<file path="config.mk">
export PLATFORM = sky130hd
export DESIGN_NAME = sm4_key_expansion
export DESIGN_NICKNAME = d
export VERILOG_FILES = /design/src/rtl/sm4_key_expansion.sv
export SDC_FILE = /design/constraint.sdc
export NUM_CORES = 2
export LEC_CHECK = 0
export ABC_AREA = 1
export CELL_PAD_IN_SITES_DETAIL_PLACEMENT = 1
export CELL_PAD_IN_SITES_GLOBAL_PLACEMENT = 1
export CORE_MARGIN = 1
export CORE_UTILIZATION = 30
export DETAILED_ROUTE_END_ITERATION = 12
export PLACE_DENSITY = 0.62
export SYNTH_ARGS = -nofsm -noshare
export SYNTH_HDL_FRONTEND = slang
export SYNTH_SLANG_ARGS = --single-unit
</file>
<file path="constraint.sdc">
create_clock -name clk -period 4.24 [get_ports clk]
set_input_delay 0.636 -clock clk [delete_from_list [all_inputs] [get_ports clk]]
set_output_delay 0.636 -clock clk [all_outputs]
set_load 0.02 [all_outputs]
</file>
<file path="src/rtl/sm4_key_expansion.sv">
// sm4_key_expansion: SM4 key schedule, expands a 128-bit master key into 32 stored round keys and streams them
// Ports:
//   clk, reset_n                      clock, asynchronous active-low reset
//   key_valid_in, key_ready_out       master key handshake (ready only in IDLE)
//   key_in, decrypt_in                master key (MK0 in [127:96]) and stream order, sampled on the key handshake
//   rk_valid_out, rk_ready_in         round key stream handshake
//   rk_out, rk_index_out, rk_last_out round key, its encryption index, final-key marker
//   busy_out                          expanding or streaming
module sm4_key_expansion #(
    parameter int NUM_ROUNDS = 32
) (
    input  logic         clk,
    input  logic         reset_n,
    input  logic         key_valid_in,
    output logic         key_ready_out,
    input  logic [127:0] key_in,
    input  logic         decrypt_in,
    output logic         rk_valid_out,
    input  logic         rk_ready_in,
    output logic [31:0]  rk_out,
    output logic [4:0]   rk_index_out,
    output logic         rk_last_out,
    output logic         busy_out
);
    localparam logic [1:0] S_IDLE   = 2'd0;
    localparam logic [1:0] S_EXPAND = 2'd1;
    localparam logic [1:0] S_STREAM = 2'd2;
    localparam logic [4:0] LAST     = 5'(NUM_ROUNDS - 1);
    localparam logic [127:0] FK = 128'hA3B1BAC6_56AA3350_677D9197_B27022DC;
    localparam logic [0:255][7:0] SBOX = {
        128'hd690e9fecce13db716b614c228fb2c05, 128'h2b679a762abe04c3aa44132649860699,
        128'h9c4250f491ef987a33540b43edcfac62, 128'he4b31ca9c908e89580df94fa758f3fa6,
        128'h4707a7fcf37317ba83593c19e6854fa8, 128'h686b81b27164da8bf8eb0f4b70569d35,
        128'h1e240e5e6358d1a225227c3b01217887, 128'hd40046579fd327524c3602e7a0c4c89e,
        128'heabf8ad240c738b5a3f7f2cef96115a1, 128'he0ae5da49b341a55ad933230f58cb1e3,
        128'h1df6e22e8266ca60c02923ab0d534e6f, 128'hd5db3745defd8e2f03ff6a726d6c5b51,
        128'h8d1baf92bbddbc7f11d95c411f105ad8, 128'h0ac13188a5cd7bbd2d74d012b8e5b4b0,
        128'h8969974a0c96777e65b9f109c56ec684, 128'h18f07dec3adc4d2079ee5f3ed7cb3948
    };

    logic [1:0]   state_q, state_d;
    logic [4:0]   cnt_q, cnt_d;
    logic [4:0]   ptr_q, ptr_d;
    logic         dec_q, dec_d;
    logic [127:0] k_q, k_d;
    logic [31:0]  rk_mem [NUM_ROUNDS];
    logic [31:0]  ck, t_in, tau, k_new;
    logic         key_hs, rk_hs;

    assign key_ready_out = state_q == S_IDLE;
    assign rk_valid_out  = state_q == S_STREAM;
    assign busy_out      = state_q != S_IDLE;
    assign rk_last_out   = rk_valid_out && ptr_q == (dec_q ? 5'd0 : LAST);
    assign rk_out        = rk_valid_out ? rk_mem[ptr_q] : '0;
    assign rk_index_out  = rk_valid_out ? ptr_q : '0;
    assign key_hs        = key_valid_in && key_ready_out;
    assign rk_hs         = rk_valid_out && rk_ready_in;

    // One key-schedule round on the window k_q = {K(i), K(i+1), K(i+2), K(i+3)}
    always_comb begin
        ck  = '0;
        tau = '0;
        // CK byte j of round i is (4i+j)*7 mod 256
        for (int j = 0; j < 4; j++) ck[31-8*j -: 8] = 8'({cnt_q, 2'(j)}) * 8'd7;
        t_in = k_q[95:64] ^ k_q[63:32] ^ k_q[31:0] ^ ck;
        for (int j = 0; j < 4; j++) tau[8*j +: 8] = SBOX[t_in[8*j +: 8]];
        k_new = k_q[127:96] ^ tau ^ {tau[18:0], tau[31:19]} ^ {tau[8:0], tau[31:9]};
    end

    always_comb begin
        state_d = state_q;
        cnt_d   = cnt_q;
        ptr_d   = ptr_q;
        dec_d   = dec_q;
        k_d     = k_q;
        if (key_hs) begin
            k_d     = key_in ^ FK;
            dec_d   = decrypt_in;
            cnt_d   = '0;
            state_d = S_EXPAND;
        end
        if (state_q == S_EXPAND) begin
            k_d     = {k_q[95:0], k_new};
            cnt_d   = cnt_q + 5'd1;
            state_d = cnt_q == LAST ? S_STREAM : S_EXPAND;
            ptr_d   = dec_q ? LAST : 5'd0;
        end
        if (rk_hs) begin
            // The pointer stops on the final key instead of wrapping
            ptr_d   = rk_last_out ? ptr_q : (dec_q ? ptr_q - 5'd1 : ptr_q + 5'd1);
            state_d = rk_last_out ? S_IDLE : S_STREAM;
        end
    end

    always_ff @(posedge clk or negedge reset_n) begin
        if (!reset_n) begin
            state_q <= S_IDLE;
            cnt_q   <= '0;
            ptr_q   <= '0;
            dec_q   <= 1'b0;
            k_q     <= '0;
        end else begin
            state_q <= state_d;
            cnt_q   <= cnt_d;
            ptr_q   <= ptr_d;
            dec_q   <= dec_d;
            k_q     <= k_d;
        end
    end

    // Storage only, never reset: a stream is only presented after a full expansion
    always_ff @(posedge clk) begin
        if (state_q == S_EXPAND) rk_mem[cnt_q] <= k_new;
    end
endmodule
</file>
==> out/metrics.cfg <==
[critical_path]
cp-end-kind=flop
worst-setup-path-type=reg -> reg
start_kind=flop
crit_arrival_ps=4960
crit_fanout=12
worst_ep_required_time_ps=4860
rr_startpoint=cnt_q[2]
r2r-end=k_q[29]
r2r_setup_slack_ps=-100
r2r_cells=26

[floorplanning]
die_height_um=457
core_area_um2=205000
std_cell_rows=166
initial_utilization_pct=30.3
die_area_um2=209000
ios=174
dieWidth_um=457

[routing]
firstDrtPassIters=5
routed_via_density=5.62
wl_per_cell_um=28.6
wl_mm=298
vias=58500
ant_nets=0
first_iter_violations=5940
drc=0

[run_status]
violations=setup timing
status=finished, violations left

[sta]
skew_ps=87.4
min_period_ps=4340
max_freq_mhz=230
finalSetupTns_ps=-15270
period_share_pct=102
setup_viol=644
hold_ws_ps=495
worst_slack_ps=-101
tightest_slew_ps=1030
drv_slew=0
relSlewSlack_pct=31.1
hold_viol=0
rsz0062_at_grt=yes

[global_routing]
grt_max_degree=133
grt.overflow.total=0
grt_pass1_vias=59900
grt_antenna_before_repair=3
grt_usage_pct=27.8
grt_pass1_wl_mm=426

[clock_network]
clkLatencyLatePin_ps=780
h-tree-depth=3
clk_pin_slew_ps=90
cts-root-buf=clkbuf_16
clockBufferDepth=3
numCtsBuffers=116
clock_sinks=1165
cts_tree=yes

[synth]
syn_inst=6932
netlist_area_um2=62100
synthArstFlopShare_pct=12.1
synth-edff-count=1024
synth_warnings=0
syn-num-nets=7125
syn-mean-instance-area_um2=8.95
synth_cell_types=47
synth_top_flop_cell=edfxtp_1
ys_seq_area_share_pct=55.2
ys_seq_elements=1165

[layout]
layout.cells.most_common=nand2_1
syn_to_final_growth_pct=26.7
drive_gt1_share_pct=18.5
layout_common_cells=nand2_1, nand3_1, edfxtp_1
fin_nets=7813
finalNonFillerCells=10400

[flow_run]
maxCapViolations=0

[min_path]
hp-class=in -> async

[place]
io_buffers=173
hpwl_mm=203
gp_congestion=0.961
dp.cells=10200

flip-flops by register name, indices dropped and copies added, names as in the netlist:
register,flops
k_q,128
rk_mem,1024
state_q,2
ptr_q,5
cnt_q,5
dec_q,1
routing by layer:
metal	track usage, %	part of all wire (%)	routed length [µm]
met1	37.5	43	128000
met2	44.8	46	137000
met3	3.24	6.2	18400
met4	12.1	4.9	14600
met5	0	0	0
cell type report:
| class | count | area [µm²] |
|---|---|---|
| fillers | 23400 | 126000 |
| flip-flops and latches | 1165 | 34300 |
| multi-input cells | 4981 | 25800 |
| repair buffers | 1036 | 10100 |
| well taps | 2688 | 3360 |
| clock buffers | 152 | 3060 |
| inverters | 318 | 1250 |
| clock inverters | 65 | 704 |
| repair inverters | 2 | 15.0 |
| diodes | 3 | 7.51 |
critical path, stage by stage, from the launching register on:
cell and delay, ps:
dfrtp_1 420, fa_2 580, buf_4 190, ha_4 310, buf_4 130, nand2_1 50, nand2_1 80, inv_2 50
nand2_1 100, nand2_1 60, nand2_1 70, nand2_2 80, inv_1 100, buf_12 150, buf_4 160, nand3_1 200
nand3_1 150, nand3_2 170, nand2_2 110, buf_4 110, nand2_1 40, nand2_1 220, inv_1 70, nand2_1 80
nand3_1 270, nand2_1 140, nand2_1 60
what timing repair did:
item / CTS / global route
gates cloned: 5 / 12
resized for setup: 92 / 185
hold buffers: 1 / 0
setup endpoints to repair: 1069 / 1070
setup buffers: 11 / 9
pin swaps: 14 / 53
endpoints found under the hold margin: 34 / 0
synth_stat cells (85+ instances only):
cell      number  share of area [%]
buf_2         86               0.69
a21oi_1      129                1.0
o221ai_1     173                2.4
o22ai_1       85               0.86
clkbuf_1     295                1.8
nor2_1       774                4.7
inv_1        278                1.7
o21ai_0      592                4.8
nand3_1     1109                8.9
o211ai_1     110                1.3
dfrtp_1      141                5.7
nand2_1     1584                9.6
edfxtp_1    1024                 50
worst max path at each step:
| stage | startpoint | end | cells past startpoint |
|---|---|---|---|
| after global routing | cnt_q[2] | rk_mem[15][28] | 25 |
| after floorplan | cnt_q[2] | rk_mem[0][19] | 17 |
| after CTS | cnt_q[2] | rk_mem[21][18] | 22 |
| after detailed placement | cnt_q[1] | rk_mem[20][11] | 21 |
| after global placement | cnt_q[1] | rk_mem[21][11] | 22 |
| final | cnt_q[2] | k_q[29] | 26 |
stage by stage:
step                      setup slack, ps  area (µm²)  utilization (%)
after floorplan                      7.90       62100                -
after global placement               -307       73200             35.7
after detailed placement             -301       73200             35.7
after CTS                           -12.0       77500             37.8
after global routing                 -234       78600             38.4
final                                -101       78600             38.4
logic make-up after synthesis:
group / Yosys count / share of synthesized area [%]
DFF: 1165 / 55.2
buffers and inverters: 786 / 5.31
xor gates and xnor gates: 54 / 0.841
AOI/OAI and AO/OA: 1227 / 12.2
and+or+nand+nor: 3640 / 25.0
adders and majority gates: 60 / 1.32
Power is left out: the tool's default activity adds up to more than one toggle a clock period on the data nets, which glitch-free logic cannot reach.
